`src/rtl/i2c_pkg.sv`:
```
// i2c_pkg: shared I2C state encoding, ACK/NACK levels and R/W bit encoding.
package i2c_pkg;
  typedef enum logic [3:0] {
    ST_IDLE,
    ST_ADDR,
    ST_ADDR_ACK,
    ST_PTR,
    ST_PTR_ACK,
    ST_WDATA,
    ST_WDATA_ACK,
    ST_RDATA,
    ST_RDATA_ACK,
    ST_WAIT_STOP
  } slv_state_t;
  localparam logic I2C_ACK  = 1'b0;
  localparam logic I2C_NACK = 1'b1;
  localparam logic I2C_RD   = 1'b1;
  // open-drain: pull the line low exactly when the bit to present is 0
  function automatic logic pull(input logic b);
    return b == I2C_ACK;
  endfunction
endpackage

```
`src/rtl/i2c_bus_sync.sv`:
```
// i2c_bus_sync: 2-FF synchronizer for SCL/SDA plus one stage for edge and START/STOP detection.
module i2c_bus_sync (
  input  logic clk,
  input  logic rst_n,
  input  logic scl_i,
  input  logic sda_i,
  output logic scl_rise,
  output logic scl_fall,
  output logic start_det,
  output logic stop_det,
  output logic sda_s
);
  logic [2:0] scl_q, sda_q;
  always_ff @(posedge clk or negedge rst_n)
    if (!rst_n) begin
      scl_q <= '1;
      sda_q <= '1;
    end else begin
      scl_q <= {scl_q[1:0], scl_i};
      sda_q <= {sda_q[1:0], sda_i};
    end
  assign scl_rise  = scl_q[1] & ~scl_q[2];
  assign scl_fall  = ~scl_q[1] & scl_q[2];
  assign start_det = scl_q[1] & scl_q[2] & ~sda_q[1] & sda_q[2];
  assign stop_det  = scl_q[1] & scl_q[2] & sda_q[1] & ~sda_q[2];
  assign sda_s     = sda_q[1];
endmodule

```
`src/rtl/i2c_slave_regfile.sv`:
```
// i2c_slave_regfile: I2C slave with pointer-addressed register file and open-drain SDA.
// Define I2C_SLV_AUTOINC_EN to advance the pointer after each written byte and each master-ACKed read byte.
module i2c_slave_regfile
  import i2c_pkg::*;
#(
  parameter logic [6:0] SLAVE_ADDR = 7'h2A,
  parameter int         NUM_REGS   = 16,
  parameter int         PTR_W      = 4
) (
  input  logic             clk,
  input  logic             rst_n,
  input  logic             scl_i,
  input  logic             sda_i,
  output logic             sda_oe,
  input  logic [PTR_W-1:0] loc_addr,
  output logic [7:0]       loc_rdata,
  output logic             wr_evt,
  output logic [PTR_W-1:0] wr_evt_idx,
  output logic             busy
);
  slv_state_t       state;
  logic [7:0]       regs [NUM_REGS];
  logic [7:0]       shift, rx_byte;
  logic [2:0]       bitcnt;
  logic [PTR_W-1:0] ptr, ptr_nxt;
  logic             rw, byte_done;
  logic             scl_rise, scl_fall, start_det, stop_det, sda_s;

  i2c_bus_sync u_sync (
    .clk(clk),
    .rst_n(rst_n),
    .scl_i(scl_i),
    .sda_i(sda_i),
    .scl_rise(scl_rise),
    .scl_fall(scl_fall),
    .start_det(start_det),
    .stop_det(stop_det),
    .sda_s(sda_s)
  );

  assign rx_byte   = {shift[6:0], sda_s};
  assign loc_rdata = regs[loc_addr];
`ifdef I2C_SLV_AUTOINC_EN
  assign ptr_nxt = ptr + 1'b1;
`else
  assign ptr_nxt = ptr;
`endif

  // byte_done marks a completed byte (or master ACK) whose response is issued on the next SCL fall
  always_ff @(posedge clk or negedge rst_n)
    if (!rst_n) begin
      state      <= ST_IDLE;
      shift      <= '0;
      bitcnt     <= '0;
      ptr        <= '0;
      rw         <= 1'b0;
      byte_done  <= 1'b0;
      sda_oe     <= 1'b0;
      busy       <= 1'b0;
      wr_evt     <= 1'b0;
      wr_evt_idx <= '0;
      for (int i = 0; i < NUM_REGS; i++) regs[i] <= '0;
    end else begin
      wr_evt <= 1'b0;
      if (start_det) begin
        state     <= ST_ADDR;
        bitcnt    <= 3'd7;
        byte_done <= 1'b0;
        sda_oe    <= 1'b0;
        busy      <= 1'b0;
      end else if (stop_det) begin
        state     <= ST_IDLE;
        byte_done <= 1'b0;
        sda_oe    <= 1'b0;
        busy      <= 1'b0;
      end else if (scl_rise) begin
        case (state)
          ST_ADDR, ST_PTR, ST_WDATA: begin
            shift  <= rx_byte;
            bitcnt <= bitcnt - 3'd1;
            if (bitcnt == 3'd0) begin
              byte_done <= state != ST_ADDR || rx_byte[7:1] == SLAVE_ADDR;
              if (state == ST_ADDR) begin
                rw <= rx_byte[0];
                if (rx_byte[7:1] != SLAVE_ADDR) state <= ST_WAIT_STOP;
              end else if (state == ST_PTR) begin
                ptr <= rx_byte[PTR_W-1:0];
              end else begin
                regs[ptr]  <= rx_byte;
                wr_evt     <= 1'b1;
                wr_evt_idx <= ptr;
                ptr        <= ptr_nxt;
              end
            end
          end
          ST_RDATA: begin
            bitcnt <= bitcnt - 3'd1;
            if (bitcnt == 3'd0) byte_done <= 1'b1;
          end
          ST_RDATA_ACK:
            if (sda_s == I2C_NACK) state <= ST_WAIT_STOP;
            else begin
              ptr       <= ptr_nxt;
              byte_done <= 1'b1;
            end
          default: ;
        endcase
      end else if (scl_fall) begin
        case (state)
          ST_ADDR, ST_PTR, ST_WDATA:
            if (byte_done) begin
              byte_done <= 1'b0;
              sda_oe    <= pull(I2C_ACK);
              busy      <= 1'b1;
              state     <= state == ST_ADDR ? ST_ADDR_ACK : state == ST_PTR ? ST_PTR_ACK : ST_WDATA_ACK;
            end
          ST_ADDR_ACK: begin
            bitcnt <= 3'd7;
            if (rw == I2C_RD) begin
              state  <= ST_RDATA;
              shift  <= regs[ptr];
              sda_oe <= pull(regs[ptr][7]);
            end else begin
              state  <= ST_PTR;
              sda_oe <= 1'b0;
            end
          end
          ST_PTR_ACK, ST_WDATA_ACK: begin
            state  <= ST_WDATA;
            bitcnt <= 3'd7;
            sda_oe <= 1'b0;
          end
          ST_RDATA:
            if (byte_done) begin
              byte_done <= 1'b0;
              sda_oe    <= 1'b0;
              state     <= ST_RDATA_ACK;
            end else begin
              shift  <= {shift[6:0], 1'b0};
              sda_oe <= pull(shift[6]);
            end
          ST_RDATA_ACK:
            if (byte_done) begin
              byte_done <= 1'b0;
              shift     <= regs[ptr];
              sda_oe    <= pull(regs[ptr][7]);
              bitcnt    <= 3'd7;
              state     <= ST_RDATA;
            end
          default: ;
        endcase
      end
    end
endmodule

```
`config.mk`:
```
export PLATFORM = sky130hd
export DESIGN_NAME = i2c_slave_regfile
export DESIGN_NICKNAME = d
export VERILOG_FILES = /design/src/rtl/i2c_pkg.sv /design/src/rtl/i2c_bus_sync.sv /design/src/rtl/i2c_slave_regfile.sv
export SDC_FILE = /design/constraint.sdc
export NUM_CORES = 1
export LEC_CHECK = 0
export ABC_AREA = 1
export CELL_PAD_IN_SITES_DETAIL_PLACEMENT = 1
export CELL_PAD_IN_SITES_GLOBAL_PLACEMENT = 1
export CORE_UTILIZATION = 42
export DETAILED_ROUTE_END_ITERATION = 16
export HOLD_SLACK_MARGIN = 0.1
export PLACE_DENSITY_LB_ADDON = 0.1
export REMOVE_ABC_BUFFERS = 1
export SLEW_MARGIN = 25
export SYNTH_ARGS = -nofsm -noshare
export SYNTH_HDL_FRONTEND = slang
export SYNTH_SLANG_ARGS = --single-unit
```
`constraint.sdc`:
```
create_clock -name clk -period 2.2 [get_ports clk]
set_clock_uncertainty 0.2 [all_clocks]
set_input_delay 0.55 -clock clk [delete_from_list [all_inputs] [get_ports clk]]
set_output_delay 0.55 -clock clk [all_outputs]
set_load 0.02 [all_outputs]
```
# [After elaboration in Yosys (flattened, before gate mapping)]
# Index checks and enable logic that the tools add are counted.
[totals] output_inout_bits=15 word_cells=179 latch_bits=0 rom_bits=0 regBits=161 mem_count=0 mem_bits_rw=0
[op_classes] n_mul=0 reduce_logical=27 n_mux=69 div=0 n_eq_ne=32 shift=0 n_addsub=1 order_cmp=3 bitwise_logic=19
[ops] cell="bitwise mux 128 bit" count=1
[ops] cell="binary-select mux 8 bit (select 4 bit)" count=2
[ops] cell="2-to-1 mux 4 bit" count=11
[ops] cell="2-to-1 mux 7 bit" count=6
[ops] cell="2-to-1 mux 8 bit" count=5
[ops] cell="inequality test 5 bit, second input constant" count=8
[ops] cell="demux 8 bit (select 4 bit)" count=1
[ops] cell="2-to-1 mux 1 bit" count=28
[ops] cell="2-to-1 mux 3 bit" count=8
[ops] cell="one-hot mux 7 bit (3 select lines)" count=1
[ops] cell="one-hot mux 4 bit (5 select lines)" count=1
[ops] cell="equality test 4 x 3 -> 1 bit, second input constant" count=4
[ops] cell="nonzero test 4 bit" count=4
[ops] cell="AND reduction 7 bit" count=2
[ops] cell="inequality test 4 bit, second input constant" count=3
[ops] cell="AND reduction 6 bit" count=2
[ops] cell="nonzero test 3 bit" count=4
[ops] cell="greater-or-equal comparator 5 bit, second input constant" count=2
[ops] cell="inverter 1 bit" count=10
[ops] cell="inverter 4 -> 5 bit" count=2
[ops] cell="AND reduction 10 bit" count=1
[ops] cell="AND reduction 5 bit" count=2
[ops] cell="inequality test 3 bit, second input constant" count=3
[ops] cell="equality test 4 x 2 -> 1 bit, second input constant" count=2
[ops] cell="31 further kinds" count=38

# [Longest topological paths before layout]
[logic_depth] word_depth=11 depth_mapped=13 depth_no_buf=12

# [Cells and area by module]
# From an unflattened synthesis, not the netlist that was laid out.
[hier_totals] cells_unflattened=1191 area_unflattened_um2=8728.4
[by_module_without_submodules] module="i2c_slave_regfile" seq_area_each_um2=3878.7 instances=1 cells_each=1174 area_per_inst_um2=8529.4
[by_module_without_submodules] module="i2c_bus_sync" seq_area_each_um2=157.7 instances=1 cells_each=17 area_per_inst_um2=198.9

# [Worst setup path after synthesis]
# Ideal clock, no wire load.
[synth_path] path_type="input port to output port" from="in loc_addr[0]" to="out loc_rdata[1]" t_required_ps=1450 path_stages=7 arrival_time_ps=1758 path_buffers=3 path_slack_ps=-308 cell_sequence="clkbuf_1 -> clkbuf_1 -> clkbuf_1 -> nor2_1 -> o211ai_1 -> nand3_1 -> nand2_1"
[synth_between] elab_chain_len=4
[synth_lines] element="from (decl)" line="i2c_slave_regfile.sv:15" rtl="input logic [PTR_W-1:0] loc_addr,"
[synth_lines] element="inverter 4 -> 5 bit (not written as such)" line="i2c_slave_regfile.sv:42" rtl="assign loc_rdata = regs[loc_addr];"
[synth_lines] element="binary-select mux 8 bit (select 4 bit)" line="i2c_slave_regfile.sv:42"
[synth_lines] element="2-to-1 mux 8 bit (not written as such) (2 in a row)" line="i2c_slave_regfile.sv:42"
[synth_lines] element="to (decl)" line="i2c_slave_regfile.sv:16" rtl="output logic [7:0] loc_rdata,"
# No other way between the ends. The select of a mux whose other input is x is not followed.

# [Worst setup path after layout]
[layout_path] from="in loc_addr[0]" to="out loc_rdata[7]"
# The elaborated chain is that of the path after synthesis.

==> out/results.ini <==
[floorplan]
die_h_um=149
die_w_um=149
row_count=53
io_pins=23
design.core.area_sq_um=21100
die_area_sq_um=22200
initial_utilization=0.430

[synth]
synth-seq-area-share=0.445
yosysTopAreaCell=dfrtp_1
ys_top_cells_by_area=dfrtp_1 (43%), nand2_1 (19%), o21ai_0 (8.6%)
synth_warnings=0
synthAdderAreaFrac=0.00690
postSynthCellCount=1255
ys_seq_elements=161
synth_top_family_by_area=simple AND/OR/NAND/NOR gates
synth_compound_gate_area_share=0.185
synth_top_area_share=0.428
avgSynthCellArea_sq_um=7.23
synth.cell_area_sq_um=9070
synthXorXnorAreaFrac=0
yosysUniqueCellTypes=32
synth_mux_area_frac=0
synth_simple_gate_area_share=0.297

[cts]
cts_tree=built
cts.htree.levels=4
clkSinkCount=161
cts.clk_slew.worst_paths_ps=70
clk_latency_ps=450
cts_buffer_depth=2
cts_made_buffers=17
cts_root_buffer=clkbuf_16

[placed_design]
port_buffers=22
place_area_sq_um=11000
gp_congestion=0.903
dp_slack_ps=-1200
place_inst=1686
dpl.hpwl_mm=25.5

[detailed_routing]
vias=10100
routed_via_density=5.78
dr.pass1.iters=5
wl_per_cell_um=23.0
drc=0
ant_nets=0
totalWireLength_mm=40.1
drtIter0Drc=1104

[power_and_ir_drop]
switching_power_mw=3.56
cellPowerDensity_nw_per_um2=759
peakVddDrop_uv=535
p_comb_frac=0.320
leakage_nw=5.99
p_int_mw=5.94
swShare=0.375
seq_power_share=0.352
clock_power_share=0.328
p_total_mw=9.50

[worst_hold_path]
worstHoldPathType=flip-flop to flip-flop
hold-path-cell-count=0

[timing]
drv_slew=0
worst_pin_slew_ps=682
setup_viol=15
hold_ws_ps=161
hold_viol_final=0
max_slew_margin=0.545
finalCriticalPeriod_ps=2540
fin_crit_sh=1.15
setup_slack_ps=-341
grt_setup_unrepaired=yes
fmax_mhz=394

[cells_and_area]
n_antenna_cell=0
nNetsFinal=1469
layout_commonest_cell=nand2_1
n_fill_cell=2593
drive_gt1_frac=0.269
fin_cells=1744
final_cell_mix=nand2_1 (433), buf_4 (178), dfrtp_1 (154), nor2_1 (124), o21ai_1 (97)
syn2layout_area_growth_pct=37.9
fin_area_sq_um=12500

[critical_path]
end_kind=output port
critical_path_required_ps=1450
critical_path_class=input port to output port
ff2ff_path_depth=8
worstPathMaxFanout=6
cp-start-kind=input port
worstPathArrival_ps=1790

[job]
max_cap_violations=0

[run_status]
status=finished with violations
failed_checks=setup timing

[grt]
antenna_found_initial=0
grt_remaining_overflow=0
grt_start_max_net_pins=45
grt_pass1_vias=10000
gr-usage-all-layers=0.348
grt_pass1_wl_mm=57.8

-- routing by layer --
layer	vias up	wire length, um	global-route usage
met5	-	0	0
met4	0	1650	0.132
met3	124	3150	0.0489
met2	482	18900	0.561
met1	4964	16400	0.475
li1	4517	-	-
-- cells in the mapped netlist --
cell	number
a21oi_1	33
a22oi_1	2
buf_1	1
buf_12	1
buf_2	10
buf_4	3
buf_6	9
clkbuf_1	41
clkinv_1	5
dfrtp_1	155
dfstp_2	6
ha_1	5
inv_1	58
inv_2	2
inv_4	1
nand2_1	454
nand2_4	10
nand3_1	33
nand3_4	2
nand3b_1	2
nand4_1	13
nor2_1	146
nor2_2	2
nor2_4	1
nor4_1	1
o211ai_1	10
o21ai_0	155
o21ai_1	44
o21ai_2	28
o21bai_1	1
o221ai_1	16
o22ai_1	5
-- sequential cells by signal, indices dropped and copies added (netlist names) --
name	cells
state	4
u_sync.scl_q	3
wr_evt	1
ptr	4
busy	1
rw	1
regs	128
sda_oe	1
shift	7
wr_evt_idx	4
bitcnt	3
u_sync.sda_q	3
byte_done	1
-- power groups by stage --
stage / Clock, mW / Combinational, mW / Sequential [mW]
floorplan: 0 / 1.36 / 3.41
global placement: 0 / 2.66 / 3.38
detailed placement: 0 / 2.73 / 3.39
CTS: 3.15 / 2.83 / 3.34
global route: 3.24 / 3.32 / 3.36
finish: 3.11 / 3.04 / 3.34
-- what timing repair did --
item | CTS | global route
endpoints found under the hold margin | 32 | 0
setup endpoints to repair | 146 | 151
buffers inserted | 1 | 9
pin swaps | 22 | 33
cloned | 7 | 9
hold buffers | 1 | 0
gates resized for setup | 116 | 143
-- cell type report --
class | instances | area [sq um] | area share
repair buffers | 244 | 2400 | 0.192
clock inverters | 15 | 173 | 0.0138
well taps | 275 | 344 | 0.0275
clock buffers | 17 | 425 | 0.0340
multi-input cells | 964 | 4820 | 0.385
inverters | 66 | 282 | 0.0225
flip-flops and latches | 161 | 4040 | 0.323
repair inverters | 2 | 32.5 | 0.00260
-- worst max-delay path, cell delays in order --
cell and delay, ps:
buf_12 130, buf_12 150, buf_4 160, a21oi_1 170, o21ai_1 120, nand3_1 110, nand3_1 110, nand2_2 150
buf_6 130
-- through the flow --
stage | utilization | setup TNS (ps)
after global placement | 0.521 | -13550
after floorplan | - | -8280
after global routing | 0.593 | -3400
after detailed placement | 0.521 | -18630
final | 0.593 | -2260
after CTS | 0.563 | -1810
-- path summary, 6_finish.rpt --
kind | slack, ps | to | start
max in group asynchronous | 720 | ptr[1] | rst_n
min in group asynchronous | 390 | regs[89] | rst_n
max reg2reg | -30 | regs[56] | ptr[1]
max | -340 | loc_rdata[7] | loc_addr[0]
min reg2reg | 160 | u_sync.sda_q[1] | u_sync.sda_q[0]
min | 160 | u_sync.sda_q[1] | u_sync.sda_q[0]
-- cells by family after synthesis --
logic type      count (synthesis)
flops                         161
compound gates                294
buf+inv                       131
fa+ha+maj                       5
simple gates                  664
No activity file was read; power rests on OpenSTA's default activity.
